`config.mk`:
```
export PLATFORM = sky130hd
export DESIGN_NAME = msg_stage_reg
export DESIGN_NICKNAME = d
export VERILOG_FILES = /design/src/rtl/msg_stage_reg.sv
export SDC_FILE = /design/constraint.sdc
export NUM_CORES = 1
export LEC_CHECK = 0
export BUFFER_PORTS_ARGS = -buffer_cell sky130_fd_sc_hd__buf_4
export CORE_AREA = 2 2 139 141
export CTS_BUF_LIST = sky130_fd_sc_hd__clkbuf_2
export DETAILED_ROUTE_END_ITERATION = 8
export DIE_AREA = 0 0 141 143
export PLACE_DENSITY = 0.67
export SLEW_MARGIN = 40
export SYNTH_ARGS = -nofsm -noshare
export SYNTH_HDL_FRONTEND = slang
export SYNTH_SLANG_ARGS = --single-unit
export TNS_END_PERCENT = 10
```
`constraint.sdc`:
```
create_clock -name clk -period 6.32 [get_ports clk]
set_clock_uncertainty 0.05 [all_clocks]
set_input_delay 0.948 -clock clk [delete_from_list [all_inputs] [get_ports clk]]
set_output_delay 0.948 -clock clk [all_outputs]
set_load 0.01 [all_outputs]
```
`src/rtl/msg_stage_reg.sv`:
```
// ---------------------------------------------------------------------------
// msg_stage_reg
//   Pipeline register for one stage boundary (D/E, E/M or M/W). It captures
//   the packed message bus from the upstream stage and feeds the downstream
//   field splitter. Each transfer ages the Tnew hazard field and merges a
//   locally detected exception code. The register also supports hold
//   (stall), bubble insertion (flush) and a global exception clear (req).
//
//   Priority on each clock edge: req > stall > flush > load.
//
// Ports
//   clk        : clock; all state changes on the rising edge
//   reset      : asynchronous, active-high reset
//   stall      : hold the current contents
//   flush      : insert a bubble (the PC and BD bit are kept for the EPC)
//   req        : exception/interrupt clear; loads HANDLER_PC
//   exc_in     : exception code detected upstream (0 = none)
//   msg_in     : upstream message bus, W bits
//   msg_out    : registered message bus, W bits
//   valid_out  : 1 = real instruction, 0 = bubble
//   stall_cnt  : saturating count of stall cycles (optional)
//   bubble_cnt : saturating count of inserted bubbles (optional)
//
// Optional feature
//   Define MSG_STAGE_STAT_EN to build the two statistics counters. When the
//   macro is not defined, both counter outputs are tied to zero. The port
//   list is the same in both builds.
// ---------------------------------------------------------------------------
module msg_stage_reg #(
  parameter int          W          = 160,
  parameter int          PC_LSB     = 0,
  parameter int          TNEW_LSB   = 32,
  parameter int          EXC_LSB    = 36,
  parameter int          BD_BIT     = 41,
  parameter logic [31:0] HANDLER_PC = 32'h0000_4180
) (
  input  logic          clk,
  input  logic          reset,
  input  logic          stall,
  input  logic          flush,
  input  logic          req,
  input  logic [4:0]    exc_in,
  input  logic [W-1:0]  msg_in,
  output logic [W-1:0]  msg_out,
  output logic          valid_out,
  output logic [15:0]   stall_cnt,
  output logic [15:0]   bubble_cnt
);

  // Returns 1 when the field [lo, lo+w) lies inside the W-bit bus.
  function automatic bit f_in_bus(input int lo, input int w);
    return (lo >= 0) && (lo + w <= W);
  endfunction

  // Returns 1 when the fields [a_lo, a_lo+a_w) and [b_lo, b_lo+b_w) do not overlap.
  function automatic bit f_disjoint(input int a_lo, input int a_w,
                                    input int b_lo, input int b_w);
    return (a_lo + a_w <= b_lo) || (b_lo + b_w <= a_lo);
  endfunction

  localparam bit P_OK =
    f_in_bus(PC_LSB, 32) && f_in_bus(TNEW_LSB, 4) &&
    f_in_bus(EXC_LSB, 5) && f_in_bus(BD_BIT, 1) &&
    f_disjoint(PC_LSB, 32, TNEW_LSB, 4) && f_disjoint(PC_LSB, 32, EXC_LSB, 5) &&
    f_disjoint(PC_LSB, 32, BD_BIT, 1)   && f_disjoint(TNEW_LSB, 4, EXC_LSB, 5) &&
    f_disjoint(TNEW_LSB, 4, BD_BIT, 1)  && f_disjoint(EXC_LSB, 5, BD_BIT, 1);

  generate
    if (!P_OK) begin : g_param_err
      $error("msg_stage_reg: field ranges exceed W or overlap");
    end
  endgenerate

  localparam logic [W-1:0] L_RESET_MSG   = W'(32'h0000_3000) << PC_LSB;
  localparam logic [W-1:0] L_HANDLER_MSG = W'(HANDLER_PC) << PC_LSB;

  logic [W-1:0] r_msg;
  logic         r_valid;
  logic [W-1:0] w_next_msg;
  logic         w_next_valid;
  logic [3:0]   w_tnew_in;
  logic [4:0]   w_exc_in_msg;

  assign w_tnew_in    = msg_in[TNEW_LSB +: 4];
  assign w_exc_in_msg = msg_in[EXC_LSB +: 5];

  // Next-state selection in priority order req > stall > flush > load.
  always_comb begin
    w_next_msg   = r_msg;
    w_next_valid = r_valid;
    if (req) begin
      w_next_msg   = L_HANDLER_MSG;
      w_next_valid = 1'b0;
    end else if (stall) begin
      // Hold: Tnew is not aged while the stage is frozen.
      w_next_msg   = r_msg;
      w_next_valid = r_valid;
    end else if (flush) begin
      // Bubble keeps PC and BD so that a later exception reports the right EPC.
      w_next_msg                  = {W{1'b0}};
      w_next_msg[PC_LSB +: 32]    = msg_in[PC_LSB +: 32];
      w_next_msg[BD_BIT]          = msg_in[BD_BIT];
      w_next_valid                = 1'b0;
    end else begin
      w_next_msg                  = msg_in;
      // Tnew saturates at zero rather than wrapping to 4'hF.
      w_next_msg[TNEW_LSB +: 4]   = (w_tnew_in == 4'd0) ? 4'd0 : (w_tnew_in - 4'd1);
      // An older exception already on the bus wins over the local one.
      w_next_msg[EXC_LSB +: 5]    = (w_exc_in_msg != 5'd0) ? w_exc_in_msg : exc_in;
      w_next_valid                = 1'b1;
    end
  end

  // Message and valid registers with asynchronous reset.
  always_ff @(posedge clk or posedge reset) begin
    if (reset) begin
      r_msg   <= L_RESET_MSG;
      r_valid <= 1'b0;
    end else begin
      r_msg   <= w_next_msg;
      r_valid <= w_next_valid;
    end
  end

  assign msg_out   = r_msg;
  assign valid_out = r_valid;

`ifdef MSG_STAGE_STAT_EN
  logic [15:0] r_stall_cnt;
  logic [15:0] r_bubble_cnt;
  logic        w_stall_taken;
  logic        w_flush_taken;

  assign w_stall_taken = stall & ~req;
  assign w_flush_taken = flush & ~stall & ~req;

  // Saturating statistics counters; they are cleared only by reset.
  always_ff @(posedge clk or posedge reset) begin
    if (reset) begin
      r_stall_cnt  <= 16'd0;
      r_bubble_cnt <= 16'd0;
    end else begin
      if (w_stall_taken && (r_stall_cnt != 16'hFFFF)) begin
        r_stall_cnt <= r_stall_cnt + 16'd1;
      end
      if (w_flush_taken && (r_bubble_cnt != 16'hFFFF)) begin
        r_bubble_cnt <= r_bubble_cnt + 16'd1;
      end
    end
  end

  assign stall_cnt  = r_stall_cnt;
  assign bubble_cnt = r_bubble_cnt;
`else
  assign stall_cnt  = 16'd0;
  assign bubble_cnt = 16'd0;
`endif

endmodule

```
# ---- After elaboration in Yosys (flattened, before gate mapping)
# Index checks and enable logic that the tools add are counted.
dict set report totals {
  word_cells 14
  inputBits 170
  register_bits 161
}
dict set report op_classes {
  addsub 1
  eq_ne 1
  mux 8
  reduce_logical 2
}
# op count
set op_table {}
lappend op_table {{160-bit two-way mux} 3}
lappend op_table {{5-bit two-way mux} 1}
lappend op_table {{5-bit nonzero test} 1}
lappend op_table {{4-bit zero test} 1}
lappend op_table {{4-bit two-way mux} 1}
lappend op_table {{4-bit by 1-bit subtractor with 4-bit output, second input constant} 1}
lappend op_table {{1-bit two-way mux} 3}
lappend op_table {{2-bit by 1-bit inequality test with 1-bit output, second input constant} 1}

# ---- Depth between registers and ports, before layout
dict set report depth {
  word_depth 5
  depth_mapped 6
  mapped_depth_nobuf 4
}

# ---- Worst setup path after synthesis
# Ideal clock, no wire load.
dict set report synth_timing {
  kind {in2reg}
  start {in req}
  end {reg r_msg[37] (netlist: msg_out[37])}
  arrival_time_ns 1.995
  cell_stages 4
  n_path_buf 1
  path_slack_ns 4.199
  setup_ns 0.076
  path_cell_list {buf_6 or3_4 or4_1 o21ai_1}
}
dict set report synth_via {
  elab_chain_len 1
  word_cells_on_any_way 2
  cone_classes {1 x eq/ne; 1 x mux}
}
# element line
set synth_rtl {}
lappend synth_rtl {{start: declaration} 41} ;# input logic req,
lappend synth_rtl {{2-bit by 1-bit inequality test with 1-bit output (no source line) or 160-bit two-way mux (tied branches)} -}
lappend synth_rtl {{end signal: assignment} 120} ;# r_msg <= w_next_msg;
lappend synth_rtl {{end: declaration} 77} ;# logic [W-1:0] r_msg;
# Parallel ways exist; a longest one is shown, timed or not.
# A chain may end at the register's enable or synchronous reset.

# ---- Final worst setup path
dict set report layout_timing {
  start {reg r_msg[12] (netlist: msg_out[12])}
  end {out msg_out[12]}
}
# element line
set layout_lines {}
lappend layout_lines {{end: declaration} 44} ;# output logic [W-1:0] msg_out,
# No word-level cell between the ends.

==> qor.csv <==
stage;metric;value;unit
run_status;result of the run;completed;
global_routing;Congestion Overflow GR;0;
final_layout;design area;8960;sq um
final_layout;layout filler cell count;1751;
clock_tree;number of resized instances in the post-cts repair step;0;
sta;final hold viol count;0;
drt;Initial DRC Count;219;
logic_synthesis;dominant synthesized flop cell;dfrtp_1;
clock_tree;buffers inserted during post-CTS setup optimization;0;
sta;headroom to the max-slew limit;0.524;
floorplan;area enclosed by the die boundary;20200;sq um
logic_synthesis;Post-Syn Area per Cell;13.6;sq um
floorplan;I/O pin total;363;
critical_path;critical path buffer and inverter count;1;
drt;met3 routed wirelength;1.32;mm
floorplan;Die X;141;microns
sta;unrepaired setup endpoints after global routing;no;
final_layout;utilization after layout;0.482;
placement;Post-Place Cell Area;8720;sq um
final_layout;layout net count;944;
floorplan;Initial Utilization;0.332;
critical_path;crit end category;output pin;
floorplan;standard-cell rows;50;
sta;transition time of the tightest slew-check pin;0.713;ns
logic_synthesis;number of register bits inferred by synthesis;161;
sta;Final Critical Period;2.37;ns
critical_path;required time of the worst setup path;5.32;ns
pwr;standby leakage power;4.86;nW
pwr;maximum resistive drop on vdd;0.0832;mV
final_layout;fraction of final layout cells sized beyond drive strength 1;0.472;
final_layout;post-synthesis to final-layout area growth;45.1;%
drt;total met2 wirelength after detailed routing;8.76;mm
logic_synthesis;sequential element share of the synthesized area;0.653;
pwr;Switching Power;0.000535;W
placement;total half-perimeter wirelength after legalization and detailed placement;12.1;mm
global_routing;vias in the first global route;4780;
clock_tree;number of levels the H-tree was split into;4;
clock_tree;maximum clock insertion buffer count;2;
clock_tree;library cell used as clock root buffer;clkbuf_2;
sta;final-report max-slew violation count;0;
clock_tree;worst-skew pair later-pin latency;0.70;ns
critical_path;cell type group with the largest total delay on the critical path;flip-flops;
global_routing;initial antenna violation count;0;
logic_synthesis;Post-synth EDFFs;0;
sta;fin crit share;0.375;
sta;final setup TNS;0;ns
clock_tree;hold buffer count at cts;0;
placement;global placer's final weighted congestion;0.751;
drt;uppermost layer routed;met4;
clock_tree;number of clock buffers inserted by TritonCTS;17;
global_routing;global-route usage over all layers;0.167;
floorplan;floorplan die height;143;microns
critical_path;critical path's largest stage delay;0.58;ns
drt;via density per instance;4.72;
drt;total vias in the final route;4807;
pwr;sequential cell fraction of total power;0.565;
min_path;Hold Crit Class;in -> async;
logic_synthesis;Mapped Cells;454;
pwr;areal power density over the cells;217;nW/um^2
floorplan;total core area;18600;sq um
critical_path;crit path max fanout;2;
critical_path;Critical-path top delay cell;dfstp_2;
global_routing;wire length of the first global-routing pass;26.5;mm
logic_synthesis;Post-Synthesis Cell Area;6180;sq um
logic_synthesis;fraction of synthesis flops using an asynchronous set or reset pin;1.00;
drt;average detailed-routed wire length per instance;17.0;microns
clock_tree;CTS tree;yes;
clock_tree;clock-pin slew reported for the worst setup and hold paths after clock tree synthesis;0.25;ns
pwr;Gate power share;0.151;
drt;post-route ant nets;0;
pwr;Sw Ratio;0.275;
drt;number of iterations in the first detailed-routing pass;4;
final_layout;antenna cells;0;
pwr;internal cell power;0.00141;W
pwr;share of total power in the clock network;0.284;
critical_path;Critical Path Source Type;flip-flop;
drt;final wirelength;17.3;mm
placement;quantity of I/O buffers inserted on ports;330;
drt;residual DRC count;0;
logic_synthesis;number of distinct library cell variants in the gate-level netlist after synthesis;28;
critical_path;category of the most critical setup path;reg -> out;
critical_path;arrival time at the worst endpoint;1.37;ns
clock_tree;# clock sinks;161;
sta;# setup viols final;0;
sta;Achievable Freq;0.422;GHz
logic_synthesis;total of warnings raised by yosys;0;
run;maximum capacitance violations;0;
critical_path;cells along the critical path;buf_4;
global_routing;maximum number of pins on one net before global-route repair;103;
drt;wire length on met1;6.97;mm
-- power groups by stage --
stage / combinational, W / sequential, W / clock [W]
after detailed placement: 0.000299 / 0.00112 / 0
final: 0.000294 / 0.00110 / 0.000553
after global placement: 0.000295 / 0.00112 / 0
after CTS: 0.000299 / 0.00110 / 0.000584
after floorplan: 0.000114 / 0.00114 / 0
after global routing: 0.000322 / 0.00111 / 0.000630
-- logic make-up (layout without fill, tap and decap cells) --
group                      after synthesis  count (layout)  synth area share
and+or+nand+nor                         52              52            0.0389
xor gates and xnor gates                 2               2           0.00284
DFF                                    161             161             0.653
other                                    1              32          0.000607
muxes                                   30              30            0.0486
buffers and inverters                   70             369            0.0666
AOI/OAI and AO/OA                      136             136             0.186
adders and majority gates                2               2           0.00405
-- cell usage in the layout (no fill, tap or decap), drive strengths merged --
| cell | synthesis | final |
|---|---|---|
| a21oi | 1 | 1 |
| clkinvlp | 0 | 4 |
| dfstp | 2 | 2 |
| bufinv | 0 | 2 |
| clkbuf | 16 | 18 |
| xnor2 | 2 | 2 |
| clkinv | 0 | 4 |
| nand2b | 4 | 4 |
| nor3 | 2 | 2 |
| nor2 | 31 | 31 |
| a21o | 1 | 1 |
| or4 | 2 | 2 |
| nor4 | 1 | 1 |
| inv | 3 | 6 |
| or3 | 1 | 1 |
| dfrtp | 159 | 159 |
| a211o | 3 | 3 |
| nor2b | 4 | 4 |
| nand2 | 7 | 7 |
| conb | 1 | 32 |
| mux2i | 30 | 30 |
| ha | 2 | 2 |
| o21ai | 9 | 9 |
| a22o | 118 | 118 |
| buf | 51 | 335 |
| a22oi | 4 | 4 |
-- synth_stat cells (2+ instances only) --
library cell | number | share of area
dfrtp_1 | 159 | 0.64
a22o_1 | 118 | 0.17
buf_4 | 32 | 0.039
nor2_1 | 31 | 0.019
mux2i_1 | 30 | 0.049
buf_2 | 17 | 0.014
clkbuf_1 | 16 | 0.0097
nand2_1 | 7 | 0.0043
o21ai_0 | 5 | 0.0041
a22oi_1 | 4 | 0.0049
nand2b_1 | 4 | 0.0041
nor2b_1 | 4 | 0.0041
o21ai_1 | 4 | 0.0032
a211o_1 | 3 | 0.0043
inv_1 | 3 | 0.0018
dfstp_2 | 2 | 0.0085
ha_1 | 2 | 0.0041
or4_1 | 2 | 0.0024
xnor2_1 | 2 | 0.0028
-- registers in the layout (all words and copies together) (netlist names) --
signal,cells
valid_out,1
msg_out,160
-- stage by stage --
step | setup WS [ns] | cells | hold slack, ns | total power [W]
final | 3.95 | 1018 | 0.251 | 0.00195
after global routing | 3.78 | 1018 | 0.213 | 0.00206
after floorplan | 0.977 | 485 | 0.465 | 0.00125
after global placement | 3.53 | 987 | 0.412 | 0.00141
after detailed placement | 3.51 | 987 | 0.416 | 0.00142
after CTS | 3.83 | 1018 | 0.199 | 0.00198
-- final cells by class --
type / count / area (sq um) / area share
multi-input cells: 254 / 1860 / 0.208
flip-flops and latches: 161 / 4030 / 0.450
repair buffers: 335 / 2530 / 0.282
clock buffers: 18 / 90.1 / 0.0101
well taps: 234 / 293 / 0.0327
inverters: 3 / 18.8 / 0.00209
clock inverters: 13 / 138 / 0.0154
-- metal layers --
metal	vias to the layer above	GRT usage
met4	0	0.0532
met2	201	0.280
met1	2367	0.204
met3	16	0.0580
li1	2223	-
met5	-	0
-- final timing paths --
kind / start / cells after the start / slack (ns) / to
max in group asynchronous: reset / 3 / 4.88 / msg_out[83]
min in group clk: msg_in[127] / 2 / 0.39 / msg_out[127]
max: msg_out[12] / 1 / 3.95 / msg_out[12]
min: reset / 2 / 0.25 / msg_out[131]
min reg2reg: valid_out / 2 / 0.46 / valid_out
max reg2reg: msg_out[7] / 1 / 5.46 / msg_out[7]
(Power assumes the default switching activity.)
